--- src/rtl/muldiv_pkg.sv ---
// Shared definitions for the iterative RV32M multiply/divide unit.
//   XLEN      : operand/result width, also the number of iterations per operation
//   CNT_W     : width of the iteration counter (counts 0 .. XLEN-1)
//   F3_*      : RV32M funct3 operation encodings
//   state_t   : control FSM state encoding
package muldiv_pkg;

    localparam int XLEN  = 32;
    localparam int CNT_W = $clog2(XLEN);

    localparam logic [2:0] F3_MUL    = 3'b000;
    localparam logic [2:0] F3_MULH   = 3'b001;
    localparam logic [2:0] F3_MULHSU = 3'b010;
    localparam logic [2:0] F3_MULHU  = 3'b011;
    localparam logic [2:0] F3_DIV    = 3'b100;
    localparam logic [2:0] F3_DIVU   = 3'b101;
    localparam logic [2:0] F3_REM    = 3'b110;
    localparam logic [2:0] F3_REMU   = 3'b111;

    typedef enum logic [1:0] {
        ST_IDLE = 2'd0,
        ST_CALC = 2'd1,
        ST_DONE = 2'd2
    } state_t;

endpackage

--- src/rtl/muldiv_iter_core.sv ---
// Datapath of the multiply/divide unit: a 2*XLEN accumulator {hi, lo} plus
// the second operand register, advanced by one shift-add (multiply) or one
// restoring-subtract (divide) step per enabled cycle.
//   clock, reset : system clock, synchronous active-high reset
//   load         : load lo <= load_lo, hi <= 0, operand <= load_operand
//   step         : perform one iteration
//   is_div       : selects restoring divide (1) or shift-add multiply (0)
//   load_lo      : multiplier magnitude / dividend magnitude
//   load_operand : multiplicand magnitude / divisor magnitude
//   next_hi/lo   : accumulator value after the step taken this cycle
//                  (multiply: product {hi,lo}; divide: hi=remainder, lo=quotient)
module muldiv_iter_core
    import muldiv_pkg::*;
(
    input  logic            clock,
    input  logic            reset,
    input  logic            load,
    input  logic            step,
    input  logic            is_div,
    input  logic [XLEN-1:0] load_lo,
    input  logic [XLEN-1:0] load_operand,
    output logic [XLEN-1:0] next_hi,
    output logic [XLEN-1:0] next_lo
);

    logic [XLEN-1:0] acc_hi_reg, acc_lo_reg, operand_reg;
    logic [XLEN:0]   sum;
    logic [XLEN:0]   partial;
    logic [XLEN:0]   diff;

    always_comb begin
        // Multiply: add the multiplicand when the current multiplier bit is
        // set, then shift the whole {carry, hi, lo} right by one.
        sum     = {1'b0, acc_hi_reg} + (acc_lo_reg[0] ? {1'b0, operand_reg} : '0);
        // Divide: shift the next dividend bit into the partial remainder and
        // trial-subtract; bit XLEN of diff set means the subtraction went
        // negative, since the partial remainder is always below 2*divisor.
        partial = {acc_hi_reg, acc_lo_reg[XLEN-1]};
        diff    = partial - {1'b0, operand_reg};

        next_hi = acc_hi_reg;
        next_lo = acc_lo_reg;
        if (step) begin
            if (!is_div) begin
                next_hi = sum[XLEN:1];
                next_lo = {sum[0], acc_lo_reg[XLEN-1:1]};
            end else if (!diff[XLEN]) begin
                next_hi = diff[XLEN-1:0];
                next_lo = {acc_lo_reg[XLEN-2:0], 1'b1};
            end else begin
                next_hi = partial[XLEN-1:0];
                next_lo = {acc_lo_reg[XLEN-2:0], 1'b0};
            end
        end
    end

    always_ff @(posedge clock) begin
        if (reset) begin
            acc_hi_reg  <= '0;
            acc_lo_reg  <= '0;
            operand_reg <= '0;
        end else if (load) begin
            acc_hi_reg  <= '0;
            acc_lo_reg  <= load_lo;
            operand_reg <= load_operand;
        end else begin
            acc_hi_reg  <= next_hi;
            acc_lo_reg  <= next_lo;
        end
    end

endmodule

--- src/rtl/muldiv_unit.sv ---
// Iterative RV32M multiply/divide unit between the register file read ports
// and its write port. Fixed latency: start accepted at edge E gives a one-cycle
// wEn pulse between edges E+XLEN and E+XLEN+1; busy covers E .. E+XLEN+1.
//   clock, reset       : system clock, synchronous active-high reset
//   start              : request, only looked at while idle
//   funct3             : RV32M operation select
//   rs1_data, rs2_data : operands A and B
//   rd                 : destination register index
//   busy               : operation in flight (including the writeback cycle)
//   wEn                : one-cycle register file write enable (never for rd==0)
//   write_reg          : destination index, held between operations
//   write_data         : result, held between operations
module muldiv_unit
    import muldiv_pkg::*;
(
    input  logic            clock,
    input  logic            reset,
    input  logic            start,
    input  logic [2:0]      funct3,
    input  logic [XLEN-1:0] rs1_data,
    input  logic [XLEN-1:0] rs2_data,
    input  logic [4:0]      rd,
    output logic            busy,
    output logic            wEn,
    output logic [4:0]      write_reg,
    output logic [XLEN-1:0] write_data
);

    state_t            state_reg, state_next;
    logic [CNT_W-1:0]  count_reg, count_next;
    logic [2:0]        funct3_reg;
    logic [4:0]        rd_reg;
    logic              neg_prod_reg;   // product / quotient needs negation
    logic              neg_rem_reg;    // remainder follows dividend sign
    logic              div0_reg;
    logic              wb_en_reg;
    logic [4:0]        wb_idx_reg;
    logic [XLEN-1:0]   wb_data_reg;

    logic              load, step, last_iter;
    logic              signed_a, signed_b, sign_a, sign_b;
    logic [XLEN-1:0]   mag_a, mag_b;
    logic [XLEN-1:0]   core_hi, core_lo;
    logic [2*XLEN-1:0] prod, prod_fix;
    logic [XLEN-1:0]   quot, rem, result;

    // Operand sign handling: rs1 is signed for MULH/MULHSU/DIV/REM,
    // rs2 only for MULH/DIV/REM. The core always works on magnitudes.
    always_comb begin
        signed_a = (funct3 == F3_MULH) || (funct3 == F3_MULHSU) ||
                   (funct3 == F3_DIV)  || (funct3 == F3_REM);
        signed_b = (funct3 == F3_MULH) || (funct3 == F3_DIV) || (funct3 == F3_REM);
        sign_a   = signed_a && rs1_data[XLEN-1];
        sign_b   = signed_b && rs2_data[XLEN-1];
        mag_a    = sign_a ? -rs1_data : rs1_data;
        mag_b    = sign_b ? -rs2_data : rs2_data;
    end

    muldiv_iter_core u_core (
        .clock        (clock),
        .reset        (reset),
        .load         (load),
        .step         (step),
        .is_div       (funct3_reg[2]),
        .load_lo      (mag_a),
        .load_operand (mag_b),
        .next_hi      (core_hi),
        .next_lo      (core_lo)
    );

    assign last_iter = (count_reg == CNT_W'(XLEN - 1));

    always_ff @(posedge clock) begin
        if (reset) begin
            state_reg <= ST_IDLE;
            count_reg <= '0;
        end else begin
            state_reg <= state_next;
            count_reg <= count_next;
        end
    end

    always_comb begin
        state_next = state_reg;
        count_next = count_reg;
        load       = 1'b0;
        step       = 1'b0;
        case (state_reg)
            ST_IDLE: begin
                if (start) begin
                    load       = 1'b1;
                    state_next = ST_CALC;
                    count_next = '0;
                end
            end
            ST_CALC: begin
                step = 1'b1;
                if (last_iter) begin
                    state_next = ST_DONE;
                    count_next = '0;
                end else begin
                    count_next = count_reg + CNT_W'(1);
                end
            end
            ST_DONE:  state_next = ST_IDLE;
            default:  state_next = ST_IDLE;
        endcase
    end

    always_ff @(posedge clock) begin
        if (reset) begin
            funct3_reg   <= '0;
            rd_reg       <= '0;
            neg_prod_reg <= 1'b0;
            neg_rem_reg  <= 1'b0;
            div0_reg     <= 1'b0;
        end else if (load) begin
            funct3_reg   <= funct3;
            rd_reg       <= rd;
            neg_prod_reg <= sign_a ^ sign_b;
            neg_rem_reg  <= sign_a;
            div0_reg     <= (rs2_data == '0);
        end
    end

    // Sign fix-up applied to the core's final step. Divide by zero yields
    // all-ones quotient explicitly; its remainder is the dividend magnitude
    // re-signed, i.e. the raw dividend. Signed overflow falls out naturally.
    always_comb begin
        prod     = {core_hi, core_lo};
        prod_fix = neg_prod_reg ? -prod : prod;
        quot     = div0_reg ? '1 : (neg_prod_reg ? -core_lo : core_lo);
        rem      = neg_rem_reg ? -core_hi : core_hi;
        case (funct3_reg)
            F3_MUL:                       result = prod_fix[XLEN-1:0];
            F3_MULH, F3_MULHSU, F3_MULHU: result = prod_fix[2*XLEN-1:XLEN];
            F3_DIV, F3_DIVU:              result = quot;
            default:                      result = rem;
        endcase
    end

    // Writeback registers load on the last CALC edge so they are valid for
    // the whole DONE cycle and hold afterwards.
    always_ff @(posedge clock) begin
        if (reset) begin
            wb_en_reg   <= 1'b0;
            wb_idx_reg  <= '0;
            wb_data_reg <= '0;
        end else begin
            wb_en_reg <= 1'b0;
            if (state_reg == ST_CALC && last_iter) begin
                wb_en_reg   <= (rd_reg != 5'd0);
                wb_idx_reg  <= rd_reg;
                wb_data_reg <= result;
            end
        end
    end

    assign busy       = (state_reg != ST_IDLE);
    assign wEn        = wb_en_reg;
    assign write_reg  = wb_idx_reg;
    assign write_data = wb_data_reg;

endmodule

--- config.mk ---
export PLATFORM = sky130hd
export DESIGN_NAME = muldiv_unit
export DESIGN_NICKNAME = d
export VERILOG_FILES = /design/src/rtl/muldiv_pkg.sv /design/src/rtl/muldiv_iter_core.sv /design/src/rtl/muldiv_unit.sv
export SDC_FILE = /design/constraint.sdc
export NUM_CORES = 1
export LEC_CHECK = 0
export CORE_UTILIZATION = 30
export DETAILED_ROUTE_END_ITERATION = 12
export GPL_TIMING_DRIVEN = 0
export REMOVE_ABC_BUFFERS = 1
export SYNTH_ARGS = -nofsm -noshare
export SYNTH_HDL_FRONTEND = slang
export SYNTH_SLANG_ARGS = --single-unit
--- constraint.sdc ---
create_clock -name clock -period 6.3 [get_ports clock]
set_input_delay 1.26 -clock clock [delete_from_list [all_inputs] [get_ports clock]]
set_output_delay 1.26 -clock clock [all_outputs]
set_load 0.01 [all_outputs]
==> results of run 1 <==
[kinds of logic after synthesis]
logic type / synth area share (%)
flops: 20.8
buf+inv: 4.90
fa+ha+maj: 6.26
simple gates: 24.7
mux: 2.94
compound gates: 31.1
xor+xnor: 9.28
[power by group]
group / switching, W / total, W / internal [W] / leakage [nW]
Combinational: 0.000756 / 0.00120 / 0.000444 / 4.71
Sequential: 0.0000743 / 0.00109 / 0.00101 / 1.24
Clock: 0.000486 / 0.00105 / 0.000560 / 0.264
[Yosys cell counts, types with 27 or more instances]
master,instances
nand3_1,33
nor2_1,242
xnor2_1,91
a21oi_1,190
inv_1,62
o31ai_1,31
nand2_1,235
a31oi_1,27
xor2_1,64
clkbuf_1,90
a211oi_1,60
ha_1,70
and2_1,44
o21ai_0,150
mux2i_1,34
a21o_1,27
nor3_1,40
dfxtp_1,152
[what timing repair did]
action                                  4_1_cts  5_1_grt
endpoints found under the setup margin       16       20
pin swaps                                     1        4
gates cloned                                  0        1
gates resized for setup                       4        5
buffers inserted                              0       11
[per-layer routing]
metal  share of wire, %  track usage (%)  up-vias
li1                   -                -     7604
met1                 45             29.5     7562
met2                 45             35.4      579
met3                6.8             4.28      120
met4                3.2             9.17        0
met5                  0                0        -
[stage by stage]
stage	setup slack [ps]	utilization, %
2_1_floorplan	185	-
4_1_cts	84.0	35.2
3_5_place_dp	-797	34.0
3_3_place_gp	-2860	33.5
5_1_grt	-2.88	35.4
6_report	302	35.4
[worst min-delay path by stage]
| stage | end | slack (ps) | cells past startpoint |
|---|---|---|---|
| 4_1_cts | count_reg[3] | 450 | 1 |
| 6_report | count_reg[3] | 440 | 1 |
| 3_5_place_dp | count_reg[3] | 440 | 1 |
| 5_1_grt | count_reg[3] | 470 | 1 |
| 3_3_place_gp | count_reg[3] | 430 | 1 |
| 2_1_floorplan | count_reg[3] | 420 | 1 |
[layout make-up]
class	instances	area (sq um)
fill	5076	31000
multi-input combinational	1716	11000
sequential	152	3050
timing repair buffer	134	1410
tap	615	769
clock buffer	20	447
inverter	64	240
clock inverter	12	118
==> impl_metrics.yaml, run 1 <==
setup_path:
  crit_family: "compound AO/OA/AOI/OAI gates"
  arrival_ps: 6270
  cp_cell_sequence: "inv_1 > ha_1 > fa_1 > nand2b_1 > a21oi_1 > nor3b_4 > o211ai_4 > a32o_4 > nor2_4 > nand2_1 > o211ai_1 > o21ai_0 > ha_1 > nand2_1 > or2_1 > or4b_1 > or3_4 > o41ai_1 > xor2_1 > a22oi_1 > a31oi_1"
  worst-path-buf-inv: 1
  slowest_stage: "or4b_1"
  path_depth: 21
  startpoint: "u_core.acc_lo_reg[31]"
  critPathCaptureType: "flop"
  required_ps: 6570
  critical_path.max_stage_delay_ps: 540
  reg2reg_depth: 21
  reg2reg_setup_slack_ps: 300
  path_max_fanout: 11
  critical_path.reg2reg.startpoint: "u_core.acc_lo_reg[31]"
  start_kind: "flop"
  crit_type: "reg2reg"
  r2r_end: "write_data[28]"
  worstSetupEndpoint: "write_data[28]"
floorplan:
  coreArea_sq_um: 47900
  pin_count: 114
  die_x_um: 223
  rows: 80
  initial_core_util_pct: 30.5
  die_h_um: 223
  dieArea_sq_um: 49600
yosys:
  async_reset_ff_share_pct: 0
  synth_edf_count: 0
  ys_seq_area_share_pct: 20.8
  synth.distinct_cells: 102
  syn_inst: 2051
  synth-seq-cells: 152
  yosys_warnings: 0
  synth_area_leader_cell: "dfxtp_1"
  synth_area_leaders: "dfxtp_1, a21oi_1, nor2_1"
  yosys.area.top_type_share_pct: 20.8
  netlist_area_sq_um: 14600
  avgSynthCellArea_sq_um: 7.13
  synth_ff_type: "dfxtp_1"
clock_tree:
  cts_sinks: 152
  clkTransAtPathRegs_ps: 60
  clockBufferDepth: 2
  cts_tree: "done"
  cts_max_level: 4
  cts_inserted_buffers: 17
  clk_latency_ps: 460
  root_buffer: "clkbuf_16"
  cts_hold_buf: 0
routing:
  avgViaCountPerCell: 5.85
  drcViolationCount: 0
  drt_iter0_drc: 1279
  avgRoutedWirePerCell_um: 21.1
  wl_um: 57100
  drt-pass1-iter-count: 8
  vias: 15900
  drt.antenna.violating_nets: 0
layout:
  final_cell_count_no_fill: 2713
  post-route-cell-area_sq_um: 17000
  drive_gt1_share_pct: 6.01
  layout_common_cells: "nor2_1, nand2_1, a21oi_1"
  n_antenna_cell: 0
  nNetsFinal: 2232
  synthToLayoutAreaGrowth_pct: 16.2
  final_common_cell: "nor2_1"
place:
  post-dp-hpwl_um: 42700
  dp_cells: 2668
  gp_congestion: 0.959
  io_buffers: 113
  place_area_sq_um: 16300
sta:
  fin_setup_tns_ps: 0
  hold_viol: 0
  min_period_over_period_pct: 95.2
  skew_ps: 17.3
  final.min_clock_period_ps: 6000
  slew-limit-headroom_pct: 5.49
  tightest_slew_ps: 1410
  fmax_mhz: 167
  holdWs_ps: 444
  slew_violations: 0
  setup_viol: 0
global_route:
  grtUsageTotal_pct: 22.3
  grt_max_degree: 85
  grt_pass1_vias: 14700
  grt_antenna_before_repair: 0
  grt_overflow: 0
  grt_pass1_wl_um: 86000
pwr:
  leakage_nw: 6.22
  p_total_w: 0.00333
  power-per-cell-area_nw_per_um2: 196
  vdd_drop_max_mv: 0.210
flow_run:
  cap_violations: 0
status:
  outcome: "completed"
worst_hold_path:
  hold_start: "count_reg[3]"
  hold_path_class: "reg2reg"
Power figures use the tool's default switching activity.
==> inputs of run 2 (changes only) <==
==> constraint.sdc (replaced) <==
create_clock -name clock -period 4.9 [get_ports clock]
set_input_delay 0.98 -clock clock [delete_from_list [all_inputs] [get_ports clock]]
set_output_delay 0.98 -clock clock [all_outputs]
set_load 0.01 [all_outputs]
==> run 2 against run 1 <==
  * The flow now finishes with violations (negative setup slack)
  * Clock power up 29%
  * Final cell count up 2.7%
  * Wire length up 7.0%
  * Register-to-register slack worse by 310 ps
  * Combinational power up 53%
  * Largest cell class unchanged
==> impl_metrics.yaml, run 2 (synthesis gave the netlist of run 1 again) <==
layout:
  final_cell_count_no_fill: 2787
  fillers: 4937
  regArea_sq_um: 3090
  nNetsFinal: 2306
  drive_gt1_share_pct: 15.6
  synthToLayoutAreaGrowth_pct: 26.6
  layout_common_cells: "nor2_1, nand2_1, a21oi_1"
  multi_input_area_sq_um: 11900
  n_antenna_cell: 0
  final_common_cell: "nor2_1"
routing:
  drt_iter0_drc: 1550
  avgRoutedWirePerCell_um: 21.9
  wl_um: 61100
  avgViaCountPerCell: 5.93
  drcViolationCount: 0
  drt-pass1-iter-count: 6
  drt.antenna.violating_nets: 0
  vias: 16500
pwr:
  p_total_w: 0.00458
  vdd_drop_max_mv: 0.275
  leakage_nw: 6.72
  power-per-cell-area_nw_per_um2: 247
setup_path:
  arrival_ps: 5190
  path_max_fanout: 9
  crit_type: "reg2reg"
  critPathCaptureType: "flop"
  start_kind: "flop"
  required_ps: 5180
sta:
  holdWs_ps: 444
  fin_ws_ps: -10.9
  slew-limit-headroom_pct: 8.52
  slew_violations: 0
  setup_viol: 1
  rsz0062_at_grt: "yes"
  final.min_clock_period_ps: 4910
  min_period_over_period_pct: 100
  fmax_mhz: 204
  skew_ps: 15.7
  tightest_slew_ps: 1370
  hold_viol: 0
clock_tree:
  cts_sinks: 152
  clkTransAtPathRegs_ps: 60
  cts_inserted_buffers: 17
  cts_tree: "done"
  clk_latency_ps: 470
  root_buffer: "clkbuf_16"
  clockBufferDepth: 2
  cts_max_level: 4
floorplan:
  rows: 80
  die_x_um: 223
  dieArea_sq_um: 49600
  die_h_um: 223
  pin_count: 114
  coreArea_sq_um: 47900
  initial_core_util_pct: 30.5
global_route:
  grt_antenna_before_repair: 0
  grtUsageTotal_pct: 23.5
  grt_pass1_wl_um: 89900
  grt_pass1_vias: 15100
  grt_overflow: 0
  grt_max_degree: 85
status:
  violations: "negative setup slack"
  outcome: "finished, violations left"
place:
  gp_congestion: 0.959
  post-dp-hpwl_um: 42700
  dp_cells: 2668
  io_buffers: 113
  place_ws_ps: -2200
flow_run:
  cap_violations: 0
worst_hold_path:
  hold_path_class: "reg2reg"
-- run 2: changes by cell type in the layout (fill, tap and decap cells not counted), moves of 7 or more --
cell / delta
a21oi_1: -13
a21oi_2: +9
buf_4: +63
dfxtp_1: -28
dfxtp_2: +26
ha_1: -27
ha_2: +7
ha_4: +20
nand2_1: -8
nor2_1: -7
o21ai_0: -8
o21ai_2: +8
-- run 2: metal layers --
layer	track usage, %	wire, um
met5	0	0
met4	9.01	2270
met3	4.39	4750
met2	37.3	27300
met1	31.3	26800
-- run 2: layout make-up --
class	count	share of cell area (%)
multi-input combinational	1719	64.1
sequential	152	16.7
timing repair buffer	205	10.7
tap	615	4.16
clock buffer	20	2.41
inverter	64	1.31
clock inverter	12	0.635
-- run 2: timing repair --
item | CTS | global route
hold buffers | 0 | 0
pin swaps | 28 | 62
gates resized for setup | 83 | 132
endpoints found under the setup margin | 33 | 27
gates cloned | 3 | 1
buffers inserted | 43 | 41
-- run 2: per-stage QoR --
step | util [%] | cell area [sq um] | TNS, ps
5_1_grt | 38.6 | 18500 | -964
4_1_cts | 36.7 | 17600 | -19.3
3_5_place_dp | 34.0 | 16300 | -46610
2_1_floorplan | - | 14100 | -18230
3_3_place_gp | 33.5 | 16000 | -200950
6_report | 38.6 | 18500 | -10.9
-- run 2: final timing paths --
kind | start | to | slack, ps | cells past startpoint
max | u_core.acc_lo_reg[31] | write_data[28] | -10 | 20
min reg2reg | count_reg[3] | count_reg[3] | 440 | 1
max reg2reg | u_core.acc_lo_reg[31] | write_data[28] | -10 | 20
min | count_reg[3] | count_reg[3] | 440 | 1
-- run 2: power breakdown --
part | total (W) | switching, W | internal, W
Combinational | 0.00183 | 0.00110 | 0.000722
Sequential | 0.00140 | 0.0000996 | 0.00130
Clock | 0.00135 | 0.000630 | 0.000719
Total | 0.00458 | 0.00183 | 0.00274
-- run 2: critical path, stage by stage (launching register included) --
cell	delay [ps]
dfxtp_4	370
inv_4	70
ha_4	130
fa_2	220
nand2b_4	150
a21oi_4	70
nor3b_4	380
o211ai_4	140
buf_4	160
buf_4	160
a32o_4	360
or4b_4	560
o311ai_4	150
ha_4	230
and4_1	250
and2_4	250
nand4_4	240
o41ai_4	360
xor2_1	130
a22oi_2	230
a31oi_1	110
